### src/rtl/seq_magnitude_comp.sv
// seq_magnitude_comp: multi-cycle MSB-first magnitude comparator, DIGIT bits per clock,
// unsigned or two's-complement, with early exit on the first differing digit.
module seq_magnitude_comp #(
    parameter int WIDTH = 16,
    parameter int DIGIT = 2
) (
    input  logic             clk,
    input  logic             rst,
    input  logic             start,
    input  logic             signed_mode,
    input  logic [WIDTH-1:0] a,
    input  logic [WIDTH-1:0] b,
    output logic             busy,
    output logic             done,
    output logic             G,
    output logic             L,
    output logic             E
);
    localparam int NDIG = WIDTH / DIGIT;
    localparam int IW = NDIG > 1 ? $clog2(NDIG) : 1;
    typedef enum logic [1:0] {IDLE, COMPARE, DONE} state_t;
    state_t           r_state;
    logic [WIDTH-1:0] r_a, r_b;
    logic [IW-1:0]    r_idx;
    logic             r_signed, r_busy, r_done, r_g, r_l, r_e;
    logic             w_top;
    logic [DIGIT-1:0] w_flip, w_da, w_db;
    // Inverting the sign bit on the top digit turns a signed compare into an unsigned one
    assign w_top  = r_signed && (r_idx == IW'(NDIG - 1));
    assign w_flip = DIGIT'(w_top) << (DIGIT - 1);
    assign w_da   = r_a[r_idx * DIGIT +: DIGIT] ^ w_flip;
    assign w_db   = r_b[r_idx * DIGIT +: DIGIT] ^ w_flip;
    assign busy   = r_busy;
    assign done   = r_done;
    assign G      = r_g;
    assign L      = r_l;
    assign E      = r_e;
    always_ff @(posedge clk) begin
        if (rst) begin
            r_state  <= IDLE;
            r_a      <= '0;
            r_b      <= '0;
            r_idx    <= '0;
            r_signed <= 1'b0;
            r_busy   <= 1'b0;
            r_done   <= 1'b0;
            r_g      <= 1'b0;
            r_l      <= 1'b0;
            r_e      <= 1'b0;
        end else begin
            case (r_state)
                IDLE: begin
                    r_done <= 1'b0;
                    if (start) begin
                        r_a      <= a;
                        r_b      <= b;
                        r_signed <= signed_mode;
                        r_idx    <= IW'(NDIG - 1);
                        r_busy   <= 1'b1;
                        r_state  <= COMPARE;
                    end
                end
                COMPARE: begin
                    if (w_da != w_db || r_idx == '0) begin
                        r_g     <= w_da > w_db;
                        r_l     <= w_da < w_db;
                        r_e     <= w_da == w_db;
                        r_busy  <= 1'b0;
                        r_done  <= 1'b1;
                        r_state <= DONE;
                    end else begin
                        r_idx <= r_idx - 1'b1;
                    end
                end
                default: begin
                    r_done  <= 1'b0;
                    r_state <= IDLE;
                end
            endcase
        end
    end
endmodule

### config.mk
export PLATFORM = sky130hd
export DESIGN_NAME = seq_magnitude_comp
export DESIGN_NICKNAME = d
export VERILOG_FILES = /design/src/rtl/seq_magnitude_comp.sv
export SDC_FILE = /design/constraint.sdc
export NUM_CORES = 1
export LEC_CHECK = 0
export BUFFER_PORTS_ARGS = -buffer_cell sky130_fd_sc_hd__buf_2
export CORE_UTILIZATION = 55
export DETAILED_ROUTE_END_ITERATION = 6
export PLACE_DENSITY_LB_ADDON = 0.08
export SYNTH_ARGS = -nofsm -noshare
export SYNTH_HDL_FRONTEND = slang
export SYNTH_SLANG_ARGS = --single-unit
### constraint.sdc
create_clock -name clk -period 7.7 [get_ports clk]
set_input_delay 1.54 -clock clk [delete_from_list [all_inputs] [get_ports clk]]
set_output_delay 1.54 -clock clk [all_outputs]
set_load 0.01 [all_outputs]
==> flow_metrics.py, run 1 <==
metrics = {
    "clocking": {
        "clock-root-buffer": "clkbuf_4",
        "cts_clk_pin_slew_worst_paths_ns": 0.12,
        "cts_buffers": 5,
        "cts.repair_timing.setup_buffer_count": 0,
        "numClockSinks": 43,
        "cts_hold_buffers_added": 0,
        "clockBufferDepth": 2,
        "tritoncts_clock_tree": "built",
        "post_cts.resized_instances": 0,
        "clk_latency_ns": 0.34,
        "clock_h_tree_levels": 2,
    },
    "synth": {
        "synth_area_per_cell_um2": 8.776,
        "synth-seq-area-share_pct": 46.05,
        "synthesis.area_mm2": 0.001869,
        "synth.net_count": 254,
        "ys_warn_count": 0,
        "netlist_instances": 213,
        "synth.ff_latch_count": 43,
        "post_synth_num_cell_types": 26,
    },
    "die": {
        "fp.dieW_um": 60.30,
        "num_rows": 20,
        "initial_utilization_pct": 59.76,
        "die_height_um": 60.30,
        "count_of_boundary_i_o_pins": 41,
        "placeable_area_mm2": 0.003128,
        "die_area_mm2": 0.003636,
    },
    "worst_setup_path": {
        "max_stage_delay_ns": 0.68,
        "worstPathBufferInverterCount": 0,
        "worst_path_max_delay_cell": "dfxtp_1",
        "cp_top_family": "multiplexers",
        "critical_path.cell_chain": "mux4_2 -> xor2_1 -> nand2_1 -> o21ai_0 -> ha_1 -> nand2_1 -> nor3_4 -> mux2_2 -> o21a_1",
        "timing.critical_path.from_type": "flop",
        "critPathMaxFanout": 11,
        "required_ns": 7.95,
        "worst_setup_path_end_kind": "flop",
        "cp.arrival_ns": 3.19,
        "crit_path_frequent_cell": "nand2_1",
        "criticalPathCategory": "flop to flop",
    },
    "route": {
        "drt.antenna.violating_nets": 0,
        "wire_per_inst_um": 11.76,
        "drt_iter0_markers": 53,
        "vias_per_cell": 5.086,
        "postRouteWirelength_mm": 3.421,
        "route.vias.total": 1480,
        "drc": 0,
        "detailedRoute.firstPassIterationCount": 4,
    },
    "min_path": {
        "worst_hold_path_type": "flop to flop",
    },
    "sta": {
        "layout_min_cycle_time_ns": 2.946,
        "max_slew_headroom_pct": 31.40,
        "finalClockSkew_ns": 0.006405,
        "rsz0062_at_grt": "no",
        "finalCritPeriodShare_pct": 38.26,
        "max_clock_freq_mhz": 339.4,
        "timing.setup.tns_ns": 0,
        "timing.final.ws_setup_ns": 4.754,
        "finalSetupViolations": 0,
        "final_hold_viol_count": 0,
        "final.hold.worst_slack_ns": 0.4604,
        "finalMaxSlewViolations": 0,
        "tightest_slew_ns": 1.026,
    },
    "placed_design": {
        "io_buffers": 40,
        "dp.cells": 283,
        "pre_cts_slack_ns": 4.789,
        "final_weighted_congestion_of_routability_driven_global_placement": 0.7434,
    },
    "power": {
        "finalPower_w": 0.0005266,
        "p_per_area_mw_per_mm2": 245.2,
        "irDropWorstVdd_uv": 143.3,
        "p_leak_nw": 0.9220,
    },
    "job": {
        "max_cap_viol_count": 0,
    },
    "layout": {
        "diode_count": 0,
        "layout-drive-gt1-share_pct": 22.67,
        "finish.net_count": 287,
        "fill_cells": 288,
        "instances_no_fill": 291,
        "area.growth.synth_to_final_pct": 14.86,
    },
    "grt": {
        "pin_count_of_the_biggest_net_entering_global_routing": 44,
        "gr-total-overflow": 0,
        "first_global_vias": 1331,
        "first_pass_grt_wire_length_mm": 5.671,
        "number_of_antenna_violations_at_the_first_check_in_global_routing": 0,
        "combined_global_route_utilization_of_all_metal_layers_pct": 21.80,
    },
    "outcome": {
        "outcome": "complete, no violations",
    },
}
[path summary, 6_finish.rpt]
kind,startpoint,end,slack [ns],cells past startpoint
setup / recovery,r_idx[0],r_idx[2],4.75,9
hold / removal,r_a[0],r_a[0],0.46,2
setup reg to reg,r_idx[0],r_idx[2],4.75,9
hold reg to reg,r_a[0],r_a[0],0.46,2
[through the flow]
step	util, %	instance area (um2)
final	68.64	2147
after global routing	68.64	2147
after CTS	68.64	2147
after detailed placement	65.88	2061
after global placement	65.88	2061
after floorplan	-	1869
[metal layers]
metal / track usage [%] / wire, um / vias to the layer above
met2: 35.64 / 1690 / 25
met3: 7.143 / 98 / 2
li1: - / - / 783
met1: 26.36 / 1601 / 670
met5: 0 / 0 / -
met4: 8.970 / 30 / 0
[power by group]
group          internal [W]  total (W)  switching (W)
registers          0.000246   0.000265      0.0000194
logic             0.0000537   0.000116      0.0000621
clock network     0.0000768   0.000146      0.0000691
[cell families (layout without fill, tap and decap cells)]
logic type	count (synthesis)	in the layout	share of synthesized area (%)
buffers and inverters	19	53	4.618
XOR/XNOR	2	2	0.9373
AO/OA/AOI/OAI	46	46	13.12
AND/OR/NAND/NOR	86	86	18.81
flip-flops	43	43	46.05
multiplexers	12	12	13.12
adder cells (fa/ha/maj)	5	5	3.347
[final cells by class]
| type | count | area [um2] | share of cell area [%] |
|---|---|---|---|
| Multi-Input combinational cell | 151 | 922.1 | 42.95 |
| Sequential cell | 43 | 860.8 | 40.09 |
| Tap cell | 44 | 55.05 | 2.564 |
| Clock buffer | 6 | 51.30 | 2.389 |
| Clock inverter | 2 | 35.03 | 1.632 |
| Inverter | 4 | 15.01 | 0.6993 |
| Timing Repair Buffer | 41 | 207.7 | 9.674 |
[registers in the layout (all words and copies together), names as in the netlist]
register	flops
r_a	16
r_b	16
r_idx	3
r_state	2
E	1
G	1
L	1
busy	1
done	1
r_signed	1
[cells in the mapped netlist]
library cell  instances  share of area (%)
a211oi_1              2               0.80
o21bai_1              1               0.40
nor2_1                7                1.4
mux2_2                2                1.2
a31oi_1               1               0.33
and2_1                1               0.33
nor2b_2               1               0.47
xor2_1                2               0.94
a21oi_1              38                 10
mux4_2                2                2.4
nand2_1              71                 14
inv_1                 4               0.80
nor3_1                3               0.80
buf_2                 6                1.6
clkbuf_1              7                1.4
mux2i_1               2                1.1
o21a_1                1               0.40
dfxtp_1              43                 46
nor3_4                1               0.87
ha_1                  5                3.3
mux4_1                6                8.4
buf_1                 1               0.20
nand2b_1              2               0.67
buf_6                 1               0.60
o21ai_0               2               0.54
a21o_2                1               0.47
[worst reg2reg max path: cells and delay by family (launching register included)]
family | cells | cell delay, ns
flip-flops | 1 | 0.68
AND/OR/NAND/NOR | 3 | 0.49
adder cells (fa/ha/maj) | 1 | 0.33
AO/OA/AOI/OAI | 2 | 0.26
multiplexers | 2 | 0.96
XOR/XNOR | 1 | 0.15
[layout by cell type (no fill, tap or decap), types with 2 or more instances in the layout]
cell,count
mux4_2,2
buf_2,40
a211oi_1,2
nor3_1,3
clkbuf_4,5
nand2_1,71
xor2_1,2
mux2i_1,2
a21oi_1,38
o21ai_0,2
dfxtp_1,43
nor2_1,7
nand2b_1,2
inv_1,4
mux4_1,6
ha_1,5
mux2_2,2
No activity file was read; power rests on OpenSTA's default activity.
==> inputs of run 2 (changes only) <==
--- a/config.mk
+++ b/config.mk
@@ -5,8 +5,9 @@
 export SDC_FILE = /design/constraint.sdc
 export NUM_CORES = 1
 export LEC_CHECK = 0
+export ABC_AREA = 1
 export BUFFER_PORTS_ARGS = -buffer_cell sky130_fd_sc_hd__buf_2
-export CORE_UTILIZATION = 55
+export CORE_UTILIZATION = 54
 export DETAILED_ROUTE_END_ITERATION = 6
 export PLACE_DENSITY_LB_ADDON = 0.08
 export SYNTH_ARGS = -nofsm -noshare
==> constraint.sdc (replaced) <==
create_clock -name clk -period 2.9 [get_ports clk]
set_input_delay 0.58 -clock clk [delete_from_list [all_inputs] [get_ports clk]]
set_output_delay 0.58 -clock clk [all_outputs]
set_load 0.01 [all_outputs]
==> run 2 against run 1 <==
- hold slack improved by 0.0022 ns
- sequential power increased to 2.7 times the previous value
- register-to-register slack got worse by 4.0 ns
- highest routed layer unchanged
==> flow_metrics.py, run 2 <==
metrics = {
    "die": {
        "die_area_mm2": 0.003936,
        "num_rows": 21,
        "initial_utilization_pct": 57.87,
        "die_height_um": 62.74,
        "fp.dieW_um": 62.74,
        "count_of_boundary_i_o_pins": 41,
        "placeable_area_mm2": 0.003442,
    },
    "placed_design": {
        "detailedPlacementHpwl_mm": 2.725,
        "io_buffers": 40,
        "final_weighted_congestion_of_routability_driven_global_placement": 0.8680,
    },
    "layout": {
        "mostFrequentLayoutCell": "nor2_1",
        "layout-drive-gt1-share_pct": 20.87,
        "largest_registers": "r_a x16, r_b x16, r_idx x3",
        "final_cell_mix": "nor2_1 (82), nand2_1 (44), dfxtp_1 (43)",
        "diode_count": 0,
        "area.growth.synth_to_final_pct": 15.26,
        "finish.net_count": 361,
    },
    "synth": {
        "post-synth-top-area-fraction_pct": 43.22,
        "ys_warn_count": 0,
        "synthMostInstantiatedCell": "nor2_1",
        "ys_async_sr_fraction_pct": 0,
        "synth.net_count": 325,
        "ys_top_cells_by_area": "dfxtp_1 (43%), nor2_1 (15%), nand2_1 (8.3%)",
        "synth.ff_latch_count": 43,
        "synth_area_per_cell_um2": 7.014,
        "post_synth_num_cell_types": 23,
        "netlist_instances": 284,
        "netlist_top_cells_count": "nor2_1 (82), nand2_1 (44), dfxtp_1 (43)",
        "synth_enable_flop_cells": 0,
        "synth-seq-area-share_pct": 43.22,
        "synthesis.area_mm2": 0.001992,
        "yosys.area.top_type": "dfxtp_1",
        "yosys_most_used_dff": "dfxtp_1",
    },
    "min_path": {
        "worst_hold_path_type": "flop to flop",
        "worstHoldPathCells": 2,
        "holdPathEnd": "r_a[7]",
        "hold_start": "r_a[7]",
    },
    "route": {
        "drt.antenna.violating_nets": 0,
        "route.vias.total": 1848,
        "wire_per_inst_um": 10.61,
        "drt_iter0_markers": 110,
        "drc": 0,
        "vias_per_cell": 5.035,
        "postRouteWirelength_mm": 3.894,
        "detailedRoute.firstPassIterationCount": 4,
    },
    "worst_setup_path": {
        "worstPathBufferInverterCount": 3,
        "critical_path.cell_chain": "clkinv_1 -> nand3_1 -> nand2_1 -> nand2_1 -> nand3_1 -> ha_1 -> nand2_1 -> inv_1 -> nand2_4 -> inv_4 -> nand2_4 -> nand2_4 -> nor2_1 -> nor2_2",
        "worst_setup_path_end_kind": "flop",
        "criticalPathCategory": "flop to flop",
        "cp.arrival_ns": 2.32,
        "required_ns": 3.09,
        "worst_path_max_delay_cell": "dfxtp_1",
        "cp_top_family": "simple AND/OR/NAND/NOR gates",
        "critPathMaxFanout": 9,
        "timing.critical_path.from_type": "flop",
        "worst_r2r_path_depth": 14,
        "r2r_setup_slack_ns": 0.77,
        "max_stage_delay_ns": 0.40,
        "timing.rr.end": "r_idx[0]",
        "crit-reg2reg-launch": "r_idx[1]",
    },
    "power": {
        "power.switching_fraction_pct": 34.67,
        "internal_power_w": 0.001089,
        "finalPower_w": 0.001668,
        "p_comb_share_pct": 31.6,
        "p_leak_nw": 1.092,
        "p_per_area_mw_per_mm2": 726.3,
        "irDropWorstVdd_uv": 462.4,
        "power.share.clock_pct": 24.7,
        "share_seq_of_total_power_pct": 43.7,
        "total_switching_power_w": 0.0005782,
    },
    "sta": {
        "final_hold_viol_count": 0,
        "timing.setup.tns_ns": 0,
        "max_slew_headroom_pct": 65.84,
        "layout_min_cycle_time_ns": 2.127,
        "max_clock_freq_mhz": 470.2,
        "finalClockSkew_ns": 0.001474,
        "finalSetupViolations": 0,
        "tightest_slew_ns": 0.5116,
        "finalMaxSlewViolations": 0,
        "finalCritPeriodShare_pct": 73.33,
        "final.hold.worst_slack_ns": 0.4625,
        "rsz0062_at_grt": "no",
    },
    "grt": {
        "number_of_antenna_violations_at_the_first_check_in_global_routing": 0,
        "global_route.usage.met2_pct": 38.45,
        "combined_global_route_utilization_of_all_metal_layers_pct": 22.76,
        "gr_peak_layer": "met2",
        "pin_count_of_the_biggest_net_entering_global_routing": 44,
        "first_pass_grt_wire_length_mm": 7.072,
        "use_met1_pct": 26.97,
        "gr-total-overflow": 0,
        "first_global_vias": 1720,
        "grt.met3_usage_pct": 6.752,
    },
    "clocking": {
        "clock-root-buffer": "clkbuf_8",
        "cts_clk_pin_slew_worst_paths_ns": 0.08,
        "cts_buffers": 5,
        "clockBufferDepth": 2,
        "post_cts.resized_instances": 0,
        "tritoncts_clock_tree": "built",
        "clk_latency_ns": 0.29,
        "clock_h_tree_levels": 2,
        "numClockSinks": 43,
        "cts.repair_timing.setup_buffer_count": 0,
        "cts_hold_buffers_added": 0,
    },
    "job": {
        "max_cap_viol_count": 0,
    },
    "outcome": {
        "outcome": "complete, no violations",
    },
}
[run 2: changes by cell type in the layout (fill, tap and decap cells not counted), moves of 12 or more]
cell and change:
nor2_1 +75, a21oi_1 -27, nand2_1 -27, o21ai_0 +22, o21ai_1 +17, nand3_1 +12
[run 2: area by class of cell]
type                            count  area, um2
Tap cell                           46      57.56
Multi-Input combinational cell    210      985.9
Timing Repair Buffer               43      222.7
Fill cell                         341       1146
Inverter                           17      68.82
Clock buffer                        8      100.1
Sequential cell                    43      860.8
[run 2: power by group through the flow]
stage               sequential, W  clock (W)  combinational (W)
finish                   0.000728   0.000412           0.000528
global route             0.000738   0.000440           0.000619
CTS                      0.000728   0.000413           0.000531
detailed placement       0.000742          0           0.000528
global placement         0.000740          0           0.000515
floorplan                0.000732          0           0.000423
[run 2: metrics by stage]
stage / worst slack [ns] / std cells / utilization (%) / area (um2)
after global routing: 0.5511 / 367 / 66.70 / 2296
after detailed placement: 0.8500 / 359 / 63.80 / 2196
after floorplan: 1.126 / 284 / - / 1992
final: 0.7733 / 367 / 66.70 / 2296
after CTS: 0.7889 / 367 / 66.70 / 2296
after global placement: 0.8950 / 359 / 63.80 / 2196
[run 2: layer usage]
| layer | vias to the layer above | part of all wire [%] | wire [um] |
|---|---|---|---|
| li1 | 971 | - | - |
| met4 | 0 | 1.4 | 56 |
| met3 | 6 | 4.3 | 169 |
| met1 | 828 | 48 | 1859 |
| met5 | - | 0 | 0 |
| met2 | 43 | 46 | 1808 |
[run 2: kinds of logic after synthesis]
kind of cell	Yosys count	share of synthesized area, %
AND/OR/NAND/NOR	150	32.10
AO/OA/AOI/OAI	54	13.82
flip-flops	43	43.22
buffers and inverters	31	7.286
adder cells (fa/ha/maj)	5	3.141
XOR/XNOR	1	0.4398
[run 2: worst max path at each step]
stage | from | end | slack (ns) | cells after the start
floorplan | r_idx[0] | r_idx[2] | 1.13 | 16
global placement | r_idx[1] | r_idx[0] | 0.89 | 14
detailed placement | r_idx[1] | r_idx[1] | 0.85 | 15
CTS | r_idx[1] | r_idx[0] | 0.79 | 15
global route | r_idx[1] | r_idx[0] | 0.55 | 15
finish | r_idx[1] | r_idx[0] | 0.77 | 14
[run 2: worst register-to-register path: stages, from the launching register on]
cell      delay [ns]
dfxtp_1         0.40
clkinv_1        0.29
nand3_1         0.22
nand2_1         0.07
nand2_1         0.05
nand3_1         0.07
ha_1            0.32
nand2_1         0.09
inv_1           0.08
nand2_4         0.08
inv_4           0.05
nand2_4         0.06
nand2_4         0.05
nor2_1          0.14
nor2_2          0.05
